**src/rtl/fifo_unit_pkg.sv**
```systemverilog
// Shared definitions for the fifo_unit slice: default geometry and the
// encoding of the effective push/pop operation seen by the control block.
package fifo_unit_pkg;

    localparam int FIFO_DEFAULT_ADDR_WIDTH = 3;
    localparam int FIFO_DEFAULT_DATA_WIDTH = 8;

    // Effective operation for one clock edge, encoded as {push, pop}
    // after full/empty gating has been applied.
    typedef enum logic [1:0] {
        OP_IDLE = 2'b00,
        OP_POP  = 2'b01,
        OP_PUSH = 2'b10,
        OP_BOTH = 2'b11
    } fifo_op_e;

endpackage : fifo_unit_pkg

```
**src/rtl/fifo_ctrl.sv**
```systemverilog
// Pointer and flag control for the FIFO. Gates requests against the
// registered flags, advances the pointers and keeps full/empty exact.
module fifo_ctrl
    import fifo_unit_pkg::*;
#(
    parameter int ADDR_WIDTH = 3
) (
    input  logic                  clk,
    input  logic                  reset_n,
    input  logic                  wr,
    input  logic                  rd,
    output logic [ADDR_WIDTH-1:0] w_addr,
    output logic [ADDR_WIDTH-1:0] r_addr,
    output logic                  full,
    output logic                  empty
);

    localparam logic [ADDR_WIDTH-1:0] PTR_ONE = ADDR_WIDTH'(1);

    logic [ADDR_WIDTH-1:0] w_ptr, w_ptr_nxt;
    logic [ADDR_WIDTH-1:0] r_ptr, r_ptr_nxt;
    logic                  full_nxt, empty_nxt;
    logic                  we, re;
    fifo_op_e              op;

    // A write into a full FIFO and a read from an empty one are dropped here,
    // so overflow/underflow can never move a pointer.
    assign we = wr & ~full;
    assign re = rd & ~empty;
    assign op = fifo_op_e'({we, re});

    // Next pointers and flags from the effective operation.
    // NOTE: every output of this block gets a default first, so no path can
    // leave a value unassigned and infer a latch.
    always_comb begin
        w_ptr_nxt = w_ptr;
        r_ptr_nxt = r_ptr;
        full_nxt  = full;
        empty_nxt = empty;
        unique case (op)
            OP_IDLE: ;
            OP_POP: begin
                r_ptr_nxt = r_ptr + PTR_ONE;
                full_nxt  = 1'b0;
                empty_nxt = ((r_ptr + PTR_ONE) == w_ptr);
            end
            OP_PUSH: begin
                w_ptr_nxt = w_ptr + PTR_ONE;
                empty_nxt = 1'b0;
                full_nxt  = ((w_ptr + PTR_ONE) == r_ptr);
            end
            OP_BOTH: begin
                // Occupancy is unchanged, so the flags hold.
                w_ptr_nxt = w_ptr + PTR_ONE;
                r_ptr_nxt = r_ptr + PTR_ONE;
            end
            default: ;
        endcase
    end

    // State register; reset empties the FIFO immediately.
    // NOTE: sequential state uses non-blocking assignments so every register
    // samples the pre-edge values regardless of statement order.
    always_ff @(posedge clk or negedge reset_n) begin
        if (!reset_n) begin
            w_ptr <= '0;
            r_ptr <= '0;
            full  <= 1'b0;
            empty <= 1'b1;
        end else begin
            w_ptr <= w_ptr_nxt;
            r_ptr <= r_ptr_nxt;
            full  <= full_nxt;
            empty <= empty_nxt;
        end
    end

    assign w_addr = w_ptr;
    assign r_addr = r_ptr;

endmodule : fifo_ctrl

```
**src/rtl/fifo_reg_file.sv**
```systemverilog
// Storage array for the FIFO: one synchronous write port and one
// asynchronous read port, so the head word is visible with no latency.
module fifo_reg_file #(
    parameter int ADDR_WIDTH = 3,
    parameter int DATA_WIDTH = 8
) (
    input  logic                  clk,
    input  logic                  we,
    input  logic [ADDR_WIDTH-1:0] w_addr,
    input  logic [DATA_WIDTH-1:0] w_data,
    input  logic [ADDR_WIDTH-1:0] r_addr,
    output logic [DATA_WIDTH-1:0] r_data
);

    localparam int DEPTH = 2 ** ADDR_WIDTH;

    logic [DATA_WIDTH-1:0] mem [DEPTH];

    // Write the addressed entry on an effective push.
    // NOTE: the array has no reset; its content is only meaningful once the
    // pointers say an entry is valid, and a reset here would only cost flops.
    always_ff @(posedge clk) begin
        if (we) begin
            mem[w_addr] <= w_data;
        end
    end

    assign r_data = mem[r_addr];

endmodule : fifo_reg_file

```
**src/rtl/fifo_unit.sv**
```systemverilog
// Single-clock first-word-fall-through FIFO: control block plus register
// file. r_data always shows the oldest entry; rd pops it.
module fifo_unit
    import fifo_unit_pkg::*;
#(
    parameter int ADDR_WIDTH = FIFO_DEFAULT_ADDR_WIDTH,
    parameter int DATA_WIDTH = FIFO_DEFAULT_DATA_WIDTH
) (
    input  logic                  clk,
    input  logic                  reset_n,
    input  logic                  wr,
    input  logic                  rd,
    input  logic [DATA_WIDTH-1:0] w_data,
    output logic [DATA_WIDTH-1:0] r_data,
    output logic                  full,
    output logic                  empty
);

    logic [ADDR_WIDTH-1:0] w_addr;
    logic [ADDR_WIDTH-1:0] r_addr;
    logic                  we;

    // Storage is written only when there is room for the word.
    assign we = wr & ~full;

    fifo_ctrl #(
        .ADDR_WIDTH (ADDR_WIDTH)
    ) u_ctrl (
        .clk     (clk),
        .reset_n (reset_n),
        .wr      (wr),
        .rd      (rd),
        .w_addr  (w_addr),
        .r_addr  (r_addr),
        .full    (full),
        .empty   (empty)
    );

    fifo_reg_file #(
        .ADDR_WIDTH (ADDR_WIDTH),
        .DATA_WIDTH (DATA_WIDTH)
    ) u_reg_file (
        .clk    (clk),
        .we     (we),
        .w_addr (w_addr),
        .w_data (w_data),
        .r_addr (r_addr),
        .r_data (r_data)
    );

endmodule : fifo_unit

```
**config.mk**
```make
export PLATFORM = sky130hd
export DESIGN_NAME = fifo_unit
export DESIGN_NICKNAME = d
export VERILOG_FILES = /design/src/rtl/fifo_unit_pkg.sv /design/src/rtl/fifo_ctrl.sv /design/src/rtl/fifo_reg_file.sv /design/src/rtl/fifo_unit.sv
export SDC_FILE = /design/constraint.sdc
export NUM_CORES = 1
export LEC_CHECK = 0
export BUFFER_PORTS_ARGS = -buffer_cell sky130_fd_sc_hd__buf_4
export CORE_MARGIN = 2
export CORE_UTILIZATION = 50
export CTS_BUF_LIST = sky130_fd_sc_hd__clkbuf_4
export DETAILED_ROUTE_END_ITERATION = 10
export GPL_TIMING_DRIVEN = 0
export PLACE_DENSITY = 0.68
export SYNTH_ARGS = -nofsm -noshare
export SYNTH_HDL_FRONTEND = slang
export SYNTH_SLANG_ARGS = --single-unit
```
**constraint.sdc**
```tcl
create_clock -name clk -period 5.77 [get_ports clk]
set_clock_uncertainty 0.05 [all_clocks]
set_input_delay 1.154 -clock clk [delete_from_list [all_inputs] [get_ports clk]]
set_output_delay 1.154 -clock clk [all_outputs]
set_load 0.01 [all_outputs]
```
== Word level (Yosys, flattened, before mapping) ==
Memory sizes are Yosys's and may differ from the RTL's.
Index checks and enable logic that the tools add are counted.
Widths: inputs -> output; s select.
Storage, ports and cells
  register bits: 8
  bits in writable memories: 64
  output and inout port bits: 10
  logic and storage cells: 23
  memories kept: 1
Memory list
  u_reg_file.mem: depth 8, bits a word 8, rd ports 1, clocked after memory_dff 0, wr ports 1, RTL line fifo_reg_file.sv:17  | logic [DATA_WIDTH-1:0] mem [DEPTH];
Cells by class
  add/sub/neg operators: 2
  eq/ne operators: 5
  multiplexer cells: 4
  bitwise logic cells: 4
  reductions and logical operators: 3
Operators with widths (number)
  $add 3x1->3 const B: 2
  $eq 3x3->1: 2
  $eq 2x2->1 const B: 2
  $pmux 1 s2: 2
  $reduce_or 2->1: 2
  $and 1x1->1: 2
  $eq 2x1->1 const B: 1
  $mux 1: 2
  $not 1->1: 2
  $reduce_bool 2->1: 1

== Depth between registers and ports, before layout ==
  depth in word-level cells: 4
  depth in mapped cells: 5
  mapped depth without buffers: 5

== Cells and area by module ==
From an unflattened synthesis, not the netlist that was laid out.
Unflattened totals
  cells, all modules: 140
  area, all modules: 2951.6 um2
Modules (own cells, without submodules)
  fifo_reg_file: instances 1, cells an instance 106, area each 2531.2 um2, sequential area each 1921.8 um2
  fifo_ctrl: instances 1, cells an instance 33, area each 406.6 um2, sequential area each 201.4 um2
  fifo_unit: instances 1, cells an instance 1, area each 13.8 um2, sequential area each 0.0 um2

== Worst setup path after synthesis ==
Ideal clock, no wire load.
  kind: input-to-reg
  from: input port wr
  to: memory u_reg_file.mem[0][0] (enable)
  setup time: 0.383 ns
  data arrival time: 2.216 ns
  required time: 5.337 ns
  path slack: 3.121 ns
  stages on the path: 4
  buffers on the path: 1
  cell sequence: nor2b_1 -> clkbuf_1 -> nand2b_1 -> nor3_1
Between the ends
  word-level cells in the longest chain between the ends: 3
RTL lines
  from (decl): RTL line fifo_unit.sv:11  | input logic wr,
  $and 1x1->1: RTL line fifo_unit.sv:24  | assign we = wr & ~full;
  $mux 1: RTL line fifo_reg_file.sv:23  | if (we) begin
  $mux 1 (implied by the code): RTL line fifo_reg_file.sv:24  | mem[w_addr] <= w_data;
  to (decl): RTL line fifo_reg_file.sv:17
Every way passes these cells.

== Worst setup path after layout ==
  from: register u_ctrl.r_ptr[2], in the netlist u_ctrl.r_addr[2]
  to: output port r_data[4]
Between the ends
  word-level cells in the longest chain between the ends: 1
RTL lines
  from (decl): RTL line fifo_ctrl.sv:21  | logic [ADDR_WIDTH-1:0] r_ptr, r_ptr_nxt;
  from (signal assigned): RTL line fifo_ctrl.sv:72  | r_ptr <= r_ptr_nxt;
  $mem_v2 8x8
  to (decl): RTL line fifo_unit.sv:14  | output logic [DATA_WIDTH-1:0] r_data,
Every way passes these cells.

==> impl_results.html <==
<table>
<tr><th>Metric</th><th>Value</th></tr>
<tr><th colspan="2">Job</th></tr>
<tr><td>Total of max-cap violations</td><td>0</td></tr>
<tr><th colspan="2">Clock tree</th></tr>
<tr><td>CTS tree</td><td>yes</td></tr>
<tr><td># resized after CTS</td><td>0</td></tr>
<tr><td>CTS sink count</td><td>72</td></tr>
<tr><td>Root cell of the clock tree</td><td>sky130_fd_sc_hd__clkbuf_4</td></tr>
<tr><td>H-tree levels</td><td>3</td></tr>
<tr><td>Clock transition at the register clock pins on the worst setup and hold paths after CTS</td><td>around 110 ps</td></tr>
<tr><td>Total setup buffers inserted after CTS</td><td>0</td></tr>
<tr><td>Hold Buf Count CTS</td><td>0</td></tr>
<tr><td>Number of buffers inserted during clock tree synthesis</td><td>9</td></tr>
<tr><td>Clock insertion delay at the later pin of the skew report</td><td>between 300 and 400 ps</td></tr>
<tr><td>Number of buffers between clock root and the deepest sink</td><td>2</td></tr>
<tr><th colspan="2">Die</th></tr>
<tr><td>Floorplan core area</td><td>5610 um2</td></tr>
<tr><td>Boundary pin count</td><td>22</td></tr>
<tr><td>Die Outline Area</td><td>6530 um2</td></tr>
<tr><td>Floorplan die height</td><td>slightly above 80 um</td></tr>
<tr><td>Row Count</td><td>27</td></tr>
<tr><td>Die width</td><td>between 80 and 90 um</td></tr>
<tr><td>Starting utilization of the core area</td><td>0.526</td></tr>
<tr><th colspan="2">Finish</th></tr>
<tr><td>Nets</td><td>190</td></tr>
<tr><td>Number of fill cells in the layout</td><td>429</td></tr>
<tr><td>Most common cell after layout, fill and taps aside</td><td>sky130_fd_sc_hd__edfxtp_1</td></tr>
<tr><td>Final instance area</td><td>3310 um2</td></tr>
<tr><td>Final standard cell count with taps included and fillers excluded</td><td>252</td></tr>
<tr><td>Inserted Diodes</td><td>0</td></tr>
<tr><td>Commonest cells after routing, fill and taps aside</td><td>64 x sky130_fd_sc_hd__edfxtp_1, 21 x sky130_fd_sc_hd__buf_4, 11 x sky130_fd_sc_hd__clkbuf_4, 10 x sky130_fd_sc_hd__mux4_1, 9 x sky130_fd_sc_hd__nand2_1</td></tr>
<tr><td>Share of final-layout standard cells stronger than drive strength 1</td><td>0.317</td></tr>
<tr><td>Relative area change from synthesis to final layout</td><td>12.3%</td></tr>
<tr><th colspan="2">Setup path</th></tr>
<tr><td>Type of origin of the critical path</td><td>flip-flop</td></tr>
<tr><td>Crit path required time</td><td>4570 ps</td></tr>
<tr><td>CP arrival</td><td>2130 ps</td></tr>
<tr><td>Kind of end point of the critical path</td><td>primary output</td></tr>
<tr><td>CP max FO</td><td>10</td></tr>
<tr><td>Stage delay of the slowest cell on the critical path</td><td>~360 ps</td></tr>
<tr><td>Cell occurring most often along the worst timing path</td><td>sky130_fd_sc_hd__buf_2</td></tr>
<tr><td>Cell with the largest stage delay on the worst path</td><td>sky130_fd_sc_hd__mux4_2</td></tr>
<tr><td>Classification of the worst setup path</td><td>reg2out</td></tr>
<tr><td>Critical path, cell by cell</td><td>buf_2 &gt; buf_2 &gt; mux4_2 &gt; mux2_4 &gt; buf_4</td></tr>
<tr><th colspan="2">STA</th></tr>
<tr><td>Final-layout worst hold slack</td><td>~470 ps</td></tr>
<tr><td>Share of the clock period used by the worst path after layout</td><td>0.578</td></tr>
<tr><td>Final hold violations</td><td>0</td></tr>
<tr><td>RSZ-0062 raised after global routing</td><td>no</td></tr>
<tr><td>Setup TNS after final layout</td><td>0 ps</td></tr>
<tr><td>Actual slew at the worst max-slew pin</td><td>around 930 ps</td></tr>
<tr><td>Maximum clock frequency</td><td>300 MHz</td></tr>
<tr><td>Relative slew margins</td><td>0.375</td></tr>
<tr><td>Number of failing setup endpoints in the final timing report</td><td>0</td></tr>
<tr><td>Post-route worst setup slack</td><td>2440 ps</td></tr>
<tr><td>Max Transition Viols Final</td><td>0</td></tr>
<tr><td>Time the final worst path needs with I/O delays and setup</td><td>3330 ps</td></tr>
<tr><th colspan="2">Placement</th></tr>
<tr><td>Cell area after placement</td><td>3210 um2</td></tr>
<tr><td>Number of I/O port buffers</td><td>21</td></tr>
<tr><td>GP Congestion</td><td>roughly 0.72</td></tr>
<tr><td>Worst setup timing slack at the placement stage</td><td>2790 ps</td></tr>
<tr><td>Placed Instances</td><td>236</td></tr>
<tr><td>DPL Wire Length</td><td>3.19 mm</td></tr>
<tr><th colspan="2">GRT</th></tr>
<tr><td>First-pass GRT wire length</td><td>7.94 mm</td></tr>
<tr><td>GR Util All Layers</td><td>0.179</td></tr>
<tr><td>Maximum number of pins on one net before global-route repair</td><td>12</td></tr>
<tr><td>Number of antenna violations at the first check in global routing</td><td>0</td></tr>
<tr><td>Global route overflow</td><td>0</td></tr>
<tr><td>Via count of the first global-routing pass</td><td>1438</td></tr>
<tr><th colspan="2">Routing</th></tr>
<tr><td>Detailed-route wire length</td><td>5.10 mm</td></tr>
<tr><td>Mean number of vias per cell</td><td>roughly 5.6</td></tr>
<tr><td>WL/cell</td><td>20.2 um</td></tr>
<tr><td>Post-DRT Antenna Nets</td><td>0</td></tr>
<tr><td>DR pass1 iterations</td><td>4</td></tr>
<tr><td>Initial drt markers</td><td>157</td></tr>
<tr><td>Number of remaining DRC errors</td><td>0</td></tr>
<tr><td>Number of vias after detailed routing</td><td>1404</td></tr>
<tr><th colspan="2">Logic synthesis</th></tr>
<tr><td>Avg Cell Area, Syn</td><td>20.6 um2</td></tr>
<tr><td>Syn_nets</td><td>roughly 160</td></tr>
<tr><td>Area of the mapped netlist</td><td>2950 um2</td></tr>
<tr><td>Fraction of the yosys area taken by sequential cells</td><td>0.720</td></tr>
<tr><td>Seq cells post-synth</td><td>72</td></tr>
<tr><td>Total number of yosys warnings</td><td>0</td></tr>
<tr><td>Cell count after synthesis</td><td>143</td></tr>
<tr><td>Distinct cells, synth</td><td>23</td></tr>
<tr><th colspan="2">Hold path</th></tr>
<tr><td>Class of the worst hold path</td><td>reg2reg</td></tr>
<tr><th colspan="2">Pwr</th></tr>
<tr><td>Worst VDD drop</td><td>0.291 mV</td></tr>
<tr><td>Leakage power total</td><td>1.17 nW</td></tr>
<tr><td>PwrDens</td><td>487 nW/um2</td></tr>
<tr><th colspan="2">Run status</th></tr>
<tr><td>Run status</td><td>completed</td></tr>
</table>
==> per-layer routing <==
layer  track usage  vias up  part of all wire  routed length, um
met5             0        -                 0                  0
met4        0.0746        0             0.017                 88
met3        0.0478       12             0.047                240
met2         0.280       38              0.50               2550
met1         0.242      714              0.44               2220
li1              -      640                 -                  -
==> metrics by stage <==
step	util	power [mW]
floorplan	-	1.17
global placement	0.570	1.35
detailed placement	0.572	1.38
CTS	0.591	1.64
global route	0.591	1.71
finish	0.591	1.61
==> cells in the mapped netlist <==
master	instances	share of area
sky130_fd_sc_hd__a22o_1	1	0.0030
sky130_fd_sc_hd__nor4_1	1	0.0021
sky130_fd_sc_hd__nor2_1	6	0.0076
sky130_fd_sc_hd__mux2_2	3	0.011
sky130_fd_sc_hd__dfrtp_1	7	0.059
sky130_fd_sc_hd__nand2b_1	3	0.0064
sky130_fd_sc_hd__mux4_2	6	0.046
sky130_fd_sc_hd__clkbuf_1	2	0.0025
sky130_fd_sc_hd__buf_2	3	0.0051
sky130_fd_sc_hd__inv_1	1	0.0013
sky130_fd_sc_hd__buf_6	1	0.0038
sky130_fd_sc_hd__nand2_1	9	0.011
sky130_fd_sc_hd__xor2_1	4	0.012
sky130_fd_sc_hd__dfstp_2	1	0.0089
sky130_fd_sc_hd__mux2_4	6	0.031
sky130_fd_sc_hd__mux4_1	10	0.089
sky130_fd_sc_hd__xnor2_1	6	0.018
sky130_fd_sc_hd__nor2b_1	2	0.0042
sky130_fd_sc_hd__ha_1	3	0.013
sky130_fd_sc_hd__buf_12	1	0.0068
sky130_fd_sc_hd__o41ai_1	1	0.0030
sky130_fd_sc_hd__edfxtp_1	64	0.65
sky130_fd_sc_hd__nor3_1	2	0.0034
==> critical path, delay by kind of cell (launching register included) <==
kind	cells	cell delay [ps]
mux	2	630
buf+inv	3	780
flops	1	330
==> sequential cells by signal (all words and copies together) (netlist names) <==
name            cells
u_reg_file.mem     64
u_ctrl.r_addr       3
u_ctrl.w_addr       3
u_ctrl.empty        1
u_ctrl.full         1
==> cells by family after synthesis <==
logic type,after synthesis,share of synthesized area
xor+xnor,10,0.0297
simple gates,23,0.0352
flops,72,0.720
buf+inv,8,0.0195
fa+ha+maj,3,0.0127
mux,25,0.177
compound gates,2,0.00594
==> area by class of cell <==
| type | count | area [um2] | share of cell area |
|---|---|---|---|
| clock inverters | 5 | 23.8 | 0.00718 |
| multi-input cells | 63 | 778 | 0.235 |
| plain buffers | 7 | 53.8 | 0.0162 |
| inverters | 1 | 3.75 | 0.00113 |
| clock buffers | 11 | 82.6 | 0.0249 |
| flip-flops and latches | 72 | 2120 | 0.641 |
| well taps | 72 | 90.1 | 0.0272 |
| repair buffers | 21 | 158 | 0.0476 |
==> report_power, final <==
group / switching (mW) / internal (mW)
registers: 0.0375 / 0.673
clock network: 0.157 / 0.0936
logic: 0.313 / 0.339
==> final timing paths <==
kind / from / end / slack [ps] / cells past startpoint
max: u_ctrl.r_addr[2] / r_data[4] / 2440 / 5
min: u_ctrl.full / u_ctrl.full / 470 / 2
max reg2reg: u_ctrl.full / u_reg_file.mem[7][7] / 3640 / 4
min reg2reg: u_ctrl.full / u_ctrl.full / 470 / 2
max in group asynchronous: reset_n / u_ctrl.empty / 4960 / 1
min in group asynchronous: reset_n / u_ctrl.full / 500 / 1
No activity file was read; power rests on OpenSTA's default activity.
